==> src/rtl/bit_4_full_adder.sv <==
// bit_4_full_adder: registered 4-bit ripple-carry adder with valid strobe; zero/ovf flags exist only when BIT_4_FA_FLAGS_EN is defined
module bit_4_fa_cell (
    input  logic a,
    input  logic b,
    input  logic ci,
    output logic s,
    output logic co
);
    assign s  = a ^ b ^ ci;
    assign co = (a & b) | (ci & (a ^ b));
endmodule

module bit_4_full_adder (
    input  logic       clk,
    input  logic       rst,
    input  logic       in_valid,
    input  logic [3:0] a,
    input  logic [3:0] b,
    input  logic       cin,
    output logic [3:0] s,
    output logic       cout,
    output logic       out_valid
`ifdef BIT_4_FA_FLAGS_EN
    ,
    output logic       zero,
    output logic       ovf
`endif
);
    logic [4:0] c;
    logic [3:0] sum;
    assign c[0] = cin;
    for (genvar i = 0; i < 4; i++) begin : g_cell
        bit_4_fa_cell u_cell (
            .a  (a[i]),
            .b  (b[i]),
            .ci (c[i]),
            .s  (sum[i]),
            .co (c[i+1])
        );
    end
    // load sum/carry on accepted operations; valid follows the strobe every edge
    always_ff @(posedge clk or posedge rst) begin
        if (rst) begin
            s         <= '0;
            cout      <= 1'b0;
            out_valid <= 1'b0;
        end else begin
            out_valid <= in_valid;
            if (in_valid) begin
                s    <= sum;
                cout <= c[4];
            end
        end
    end
`ifdef BIT_4_FA_FLAGS_EN
    // flags track the registered sum; zero resets high because s resets to 0
    always_ff @(posedge clk or posedge rst) begin
        if (rst) begin
            zero <= 1'b1;
            ovf  <= 1'b0;
        end else if (in_valid) begin
            zero <= (sum == 4'd0);
            ovf  <= (a[3] == b[3]) && (sum[3] != a[3]);
        end
    end
`endif
endmodule

==> config.mk <==
export PLATFORM = sky130hd
export DESIGN_NAME = bit_4_full_adder
export DESIGN_NICKNAME = d
export VERILOG_FILES = /design/src/rtl/bit_4_full_adder.sv
export SDC_FILE = /design/constraint.sdc
export NUM_CORES = 1
export LEC_CHECK = 0
export BUFFER_PORTS_ARGS = -buffer_cell sky130_fd_sc_hd__buf_2
export CORE_AREA = 2 2 39 41
export DETAILED_ROUTE_END_ITERATION = 8
export DIE_AREA = 0 0 41 43
export SLEW_MARGIN = 10
export SYNTH_ARGS = -nofsm -noshare
export SYNTH_HDL_FRONTEND = slang
export SYNTH_SLANG_ARGS = --single-unit
==> constraint.sdc <==
create_clock -name clk -period 1 [get_ports clk]
set_input_delay 0.1 -clock clk [delete_from_list [all_inputs] [get_ports clk]]
set_output_delay 0.1 -clock clk [all_outputs]
set_load 0.02 [all_outputs]
==> results.ini, run 1 <==
[timing]
fin_crit_ps = 1550
finalHoldViolCount = 0
slew_viol_final = 0
relSlewSlack_pct = 84.3
whs_ps = 95.5
clock_skew_ps = 0
fin_ws_ps = -551
tightest_slew_ps = 236
finalSetupViolations = 4
grt_setup_unrepaired = yes
max_freq_mhz = 645
period_share_pct = 155

[logic_synthesis]
syn-num-nets = 43
synth_edf_count = 0
synthAdderAreaFrac_pct = 24.4
synth.avg_cell_area_um2 = 12.1
synth_ff_type = dfrtp_1
synth_area_um2 = 328
synth-compound-area-share_pct = 4.58
yosys-mux-area-fraction_pct = 9.16
synthCells = 27
synth_xor_area_share_pct = 0
yosys.area.top_type = dfrtp_1
synth_top_family_by_area = adder cells
synth_top_area_share_pct = 45.8
post_synth_and_or_nand_nor_area_fraction_pct = 3.44
ys_types = 7
yosys_warnings = 0
synth_commonest_cells = inv_1 (8), dfrtp_1 (6), fa_1 (4)
synth.top_cells.by_area = dfrtp_1 (46%), fa_1 (24%), inv_1 (9.2%), mux2_4 (9.2%), a21oi_1 (4.6%)
synth_seq_cells = 6
synth-async-reset-ratio_pct = 100
synth_most_common_cell = inv_1
synth-seq-area-share_pct = 45.8

[clock_tree]
htree_levels = 1
root_buffer = clkbuf_4
clk_path_buf_depth = 2
post_cts_buffers = 0
clkSinkCount = 6
cts_tree = built
clkTransAtPathRegs_ps = 50
clk_latency_ps = 240
numCtsBuffers = 3

[power]
seqPwrFrac_pct = 39.7
p_sw_uw = 229
leakagePower_uw = 0.000253
peakVddDrop_v = 0.000751
swShare_pct = 30.1
combinationalPowerShare_pct = 31.3
p_int_uw = 532
p_clk_share_pct = 29.0
power_density_nw_per_um2 = 1510
total_power_uw = 762

[worst_setup_path]
path_class = in -> reg
cp_top_family = adder cells
cpMaxStageDelayCell = fa_2
start_kind = input pin
cp_max_fo = 1
critPathMostFrequentCell = fa_2
cp.buffers_inverters = 4
cp-end-kind = flip-flop
worstPathCellList = buf_8 -> inv_8 -> fa_2 -> inv_2 -> fa_2 -> fa_2 -> inv_2 -> fa_2 -> a21oi_2
max_stage_delay_ps = 420
cp.required_ps = 1170
worstPathArrival_ps = 1720

[floorplanning]
die_x_um = 41
die_area_um2 = 1760
die_y_um = 43
ios = 18
rows = 14
core_area_um2 = 1380
initial_utilization_pct = 23.7

[routing]
wl_per_cell_um = 8.76
route.met2.wl_um = 260
vias_per_cell = 3.68
route.detailed.drc = 0
dr.pass1.iters = 3
wl_met3_um = 54
drt_iter0_markers = 4
topRoutingLayerUsed = met3
vias = 232
drtAntennaViolNets = 0
wl_um = 552
routedLengthMet1_um = 237

[layout]
drive_gt1_share_pct = 70.2
multiInputGateArea_um2 = 154
fillers = 137
diodes = 0
final_util_pct = 36.4
seq_area_um2 = 150
nets = 65
syn2layout_area_growth_pct = 53.8

[grt]
grt_max_degree = 10
grt_pass1_vias = 232
grt_pass1_wl_um = 917
track_usage_pct = 8.25
antenna_found_initial = 0
grt.overflow.total = 0

[place]
place_ws_ps = -837
gp_congestion = 0.669
portBuffers = 17

[job]
cap_viol_max_count = 0

[hold_path]
holdCritPathClass = in -> reg

[status]
status = complete, but fails checks
violations = negative setup slack

[cells by family after synthesis]
| family | count (synthesis) |
|---|---|
| buffers and inverters | 9 |
| AO/OA/AOI/OAI | 3 |
| flip-flops | 6 |
| multiplexers | 2 |
| adder cells (fa/ha/maj) | 4 |
| AND/OR/NAND/NOR | 3 |
[area by class of cell]
cell class	instances	area share, %
Clock buffer	3	4.47
Inverter	8	7.94
Multi-Input combinational cell	12	30.5
Sequential cell	6	29.8
Tap cell	16	3.97
Timing Repair Buffer	18	23.3
[state kept, by name, summed over array words and instances (netlist names)]
name	count
s	4
out_valid	1
cout	1
[per-layer routing]
metal  GRT usage, %  vias up
met5              0        -
met4           4.00        0
met3           6.28        0
met2           10.9       10
met1           9.43      105
li1               -      117
[what timing repair did]
action / in CTS / in global routing
endpoints found under the setup margin: 4 / 4
pin swaps: 1 / 1
hold buffers: 1 / 0
gates resized for setup: 6 / 5
cloned: 0 / 0
endpoints found under the hold margin: 6 / 0
[power groups by stage]
stage	clock network, uW	registers (uW)	logic, uW
6_report	221	302	238
3_5_place_dp	0	306	219
5_1_grt	247	307	272
2_1_floorplan	0	355	89.2
3_3_place_gp	0	305	215
4_1_cts	231	303	233
[path summary, 6_finish.rpt]
| check | slack [ps] | startpoint | endpoint | cells after the start |
|---|---|---|---|---|
| worst max-delay path | -550 | a[0] | s[3] | 9 |
| worst min-delay path | 100 | in_valid | out_valid | 1 |
| worst max register to register | 240 | s[1] | s[1] | 1 |
| worst min register to register | 510 | s[3] | s[3] | 2 |
| max in group asynchronous | 490 | rst | s[1] | 3 |
| min in group asynchronous | 310 | rst | out_valid | 3 |
[cells in the final DEF (no fill, tap or decap)]
cell            n
inv_8           1
inv_4           1
a21oi_1         1
a21oi_2         2
inv_1           3
dfrtp_1         6
clkbuf_4        3
nor2_1          3
buf_6           2
buf_2          14
dlygate4sd3_1   1
mux2_4          2
inv_2           3
fa_2            4
buf_8           1
[through the flow]
| stage | area, um2 | setup TNS (ps) | instances |
|---|---|---|---|
| CTS | 485 | -1480 | 63 |
| global route | 504 | -1600 | 63 |
| finish | 504 | -1430 | 63 |
| floorplan | 343 | -1940 | 27 |
| global placement | 437 | -2640 | 59 |
| detailed placement | 437 | -2710 | 59 |
(Power assumes the default switching activity.)
==> run 2, diff against run 1 <==
--- a/config.mk
+++ b/config.mk
@@ -6,9 +6,11 @@
 export NUM_CORES = 1
 export LEC_CHECK = 0
 export BUFFER_PORTS_ARGS = -buffer_cell sky130_fd_sc_hd__buf_2
+export CAP_MARGIN = 25
 export CORE_AREA = 2 2 39 41
 export DETAILED_ROUTE_END_ITERATION = 8
 export DIE_AREA = 0 0 41 43
+export REMOVE_ABC_BUFFERS = 1
 export SLEW_MARGIN = 10
 export SYNTH_ARGS = -nofsm -noshare
 export SYNTH_HDL_FRONTEND = slang
==> results.ini, run 2 (synthesis gave the netlist of run 1 again) <==
[routing]
dr.pass1.iters = 1
wl_um = 633
drt_iter0_markers = 0
route.detailed.drc = 0
vias_per_cell = 3.98
drtAntennaViolNets = 0
wl_per_cell_um = 10.0
vias = 251

[timing]
relSlewSlack_pct = 85.1
grt_setup_unrepaired = yes
tns_ps = -1430
whs_ps = 104
finalHoldViolCount = 0
fin_ws_ps = -568
finalSetupViolations = 4
slew_viol_final = 0
period_share_pct = 157
clock_skew_ps = 0
fin_crit_ps = 1570
tightest_slew_ps = 223
max_freq_mhz = 638

[layout]
largest_reg_flops = 4
diodes = 0
syn2layout_area_growth_pct = 51.1
registers.top_by_ff_count = s
reg.largest.list = s (4), cout (1), out_valid (1)
nets = 65
fillers = 142
postLayoutCellArea_um2 = 495
multiInputGateArea_um2 = 154
layout_commonest_cell = buf_2
drive_gt1_share_pct = 70.2
final_cell_mix = buf_2 (14), dfrtp_1 (6), fa_2 (4)
seq_area_um2 = 150

[floorplanning]
ios = 18
initial_utilization_pct = 23.7
die_area_um2 = 1760
die_x_um = 41
die_y_um = 43
core_area_um2 = 1380
rows = 14

[status]
violations = negative setup slack
status = complete, but fails checks

[power]
total_power_uw = 764
leakagePower_uw = 0.000250
peakVddDrop_v = 0.000525
power_density_nw_per_um2 = 1540

[grt]
grt_pass1_wl_um = 1000
grt_pass1_vias = 260
track_usage_pct = 9.07
grt_max_degree = 10
antenna_found_initial = 0
grt.overflow.total = 0

[worst_setup_path]
reg2reg_slack_ps = 240
cp_max_fo = 1
start_kind = input pin
cp.buffers_inverters = 4
cpMaxStageDelayCell = fa_2
worstPathArrival_ps = 1740
cp.required_ps = 1170
worstPathCellList = buf_6 -> inv_4 -> fa_2 -> inv_2 -> fa_2 -> fa_2 -> inv_2 -> fa_2 -> a21oi_2
r2r_cells = 1
critPathMostFrequentCell = fa_2
worstSetupStartpoint = a[0]
r2r-end = s[1]
regToRegStartpoint = s[1]
cp_top_family = adder cells
max_stage_delay_ps = 430
cp-end-kind = flip-flop
path_class = in -> reg

[clock_tree]
post_cts_buffers = 0
clkTransAtPathRegs_ps = 50
clkSinkCount = 6
cts_tree = built
root_buffer = clkbuf_4
clk_path_buf_depth = 2
htree_levels = 1
numCtsBuffers = 3
clk_latency_ps = 240

[place]
portBuffers = 17
dp_hpwl_um = 487
gp_congestion = 0.645
dpl_cell_area_um2 = 422

[hold_path]
holdCritPathClass = in -> reg
holdPathStages = 1
whs_endpoint = out_valid
hold_start = in_valid

[job]
cap_viol_max_count = 0

[run 2: cell counts in the layout (fill, tap and decap cells not counted)]
Identical to the previous run, type by type.
[run 2: where the power goes]
group	switching [uW]	total (uW)	internal [uW]
Clock	87.4	223	136
Combinational	127	239	112
Sequential	19.3	302	283
Total	234	764	530
[run 2: metal layers]
metal	track usage, %	vias up	part of all wire (%)
met5	0	-	0
met4	8.00	0	0
met3	4.71	0	8.8
met2	12.2	10	54
met1	9.80	124	37
li1	-	117	-
[run 2: layout make-up]
| cell class | count | share of cell area (%) |
|---|---|---|
| inverters | 8 | 7.07 |
| flip-flops and latches | 6 | 30.3 |
| multi-input cells | 12 | 31.1 |
| well taps | 16 | 4.04 |
| clock buffers | 3 | 4.55 |
| repair buffers | 18 | 23.0 |
[run 2: worst max path at each step]
stage,to,cells past startpoint
2_1_floorplan,s[3],8
3_3_place_gp,s[3],9
3_5_place_dp,s[3],9
4_1_cts,s[3],9
5_1_grt,s[3],9
6_report,s[3],9
[run 2: per-stage QoR]
stage          worst slack (ps)  cells  util, %
2_1_floorplan              -751     26        -
3_3_place_gp               -915     59     30.5
3_5_place_dp               -937     59     30.5
4_1_cts                    -577     63     35.4
5_1_grt                    -605     63     35.8
6_report                   -568     63     35.8
[run 2: what timing repair did]
action,4_1_cts,5_1_grt
hold endpoints to repair,6,0
setup endpoints to repair,4,4
hold buffers,1,0
pin swaps,2,0
gates resized for setup,14,2
cloned,0,0
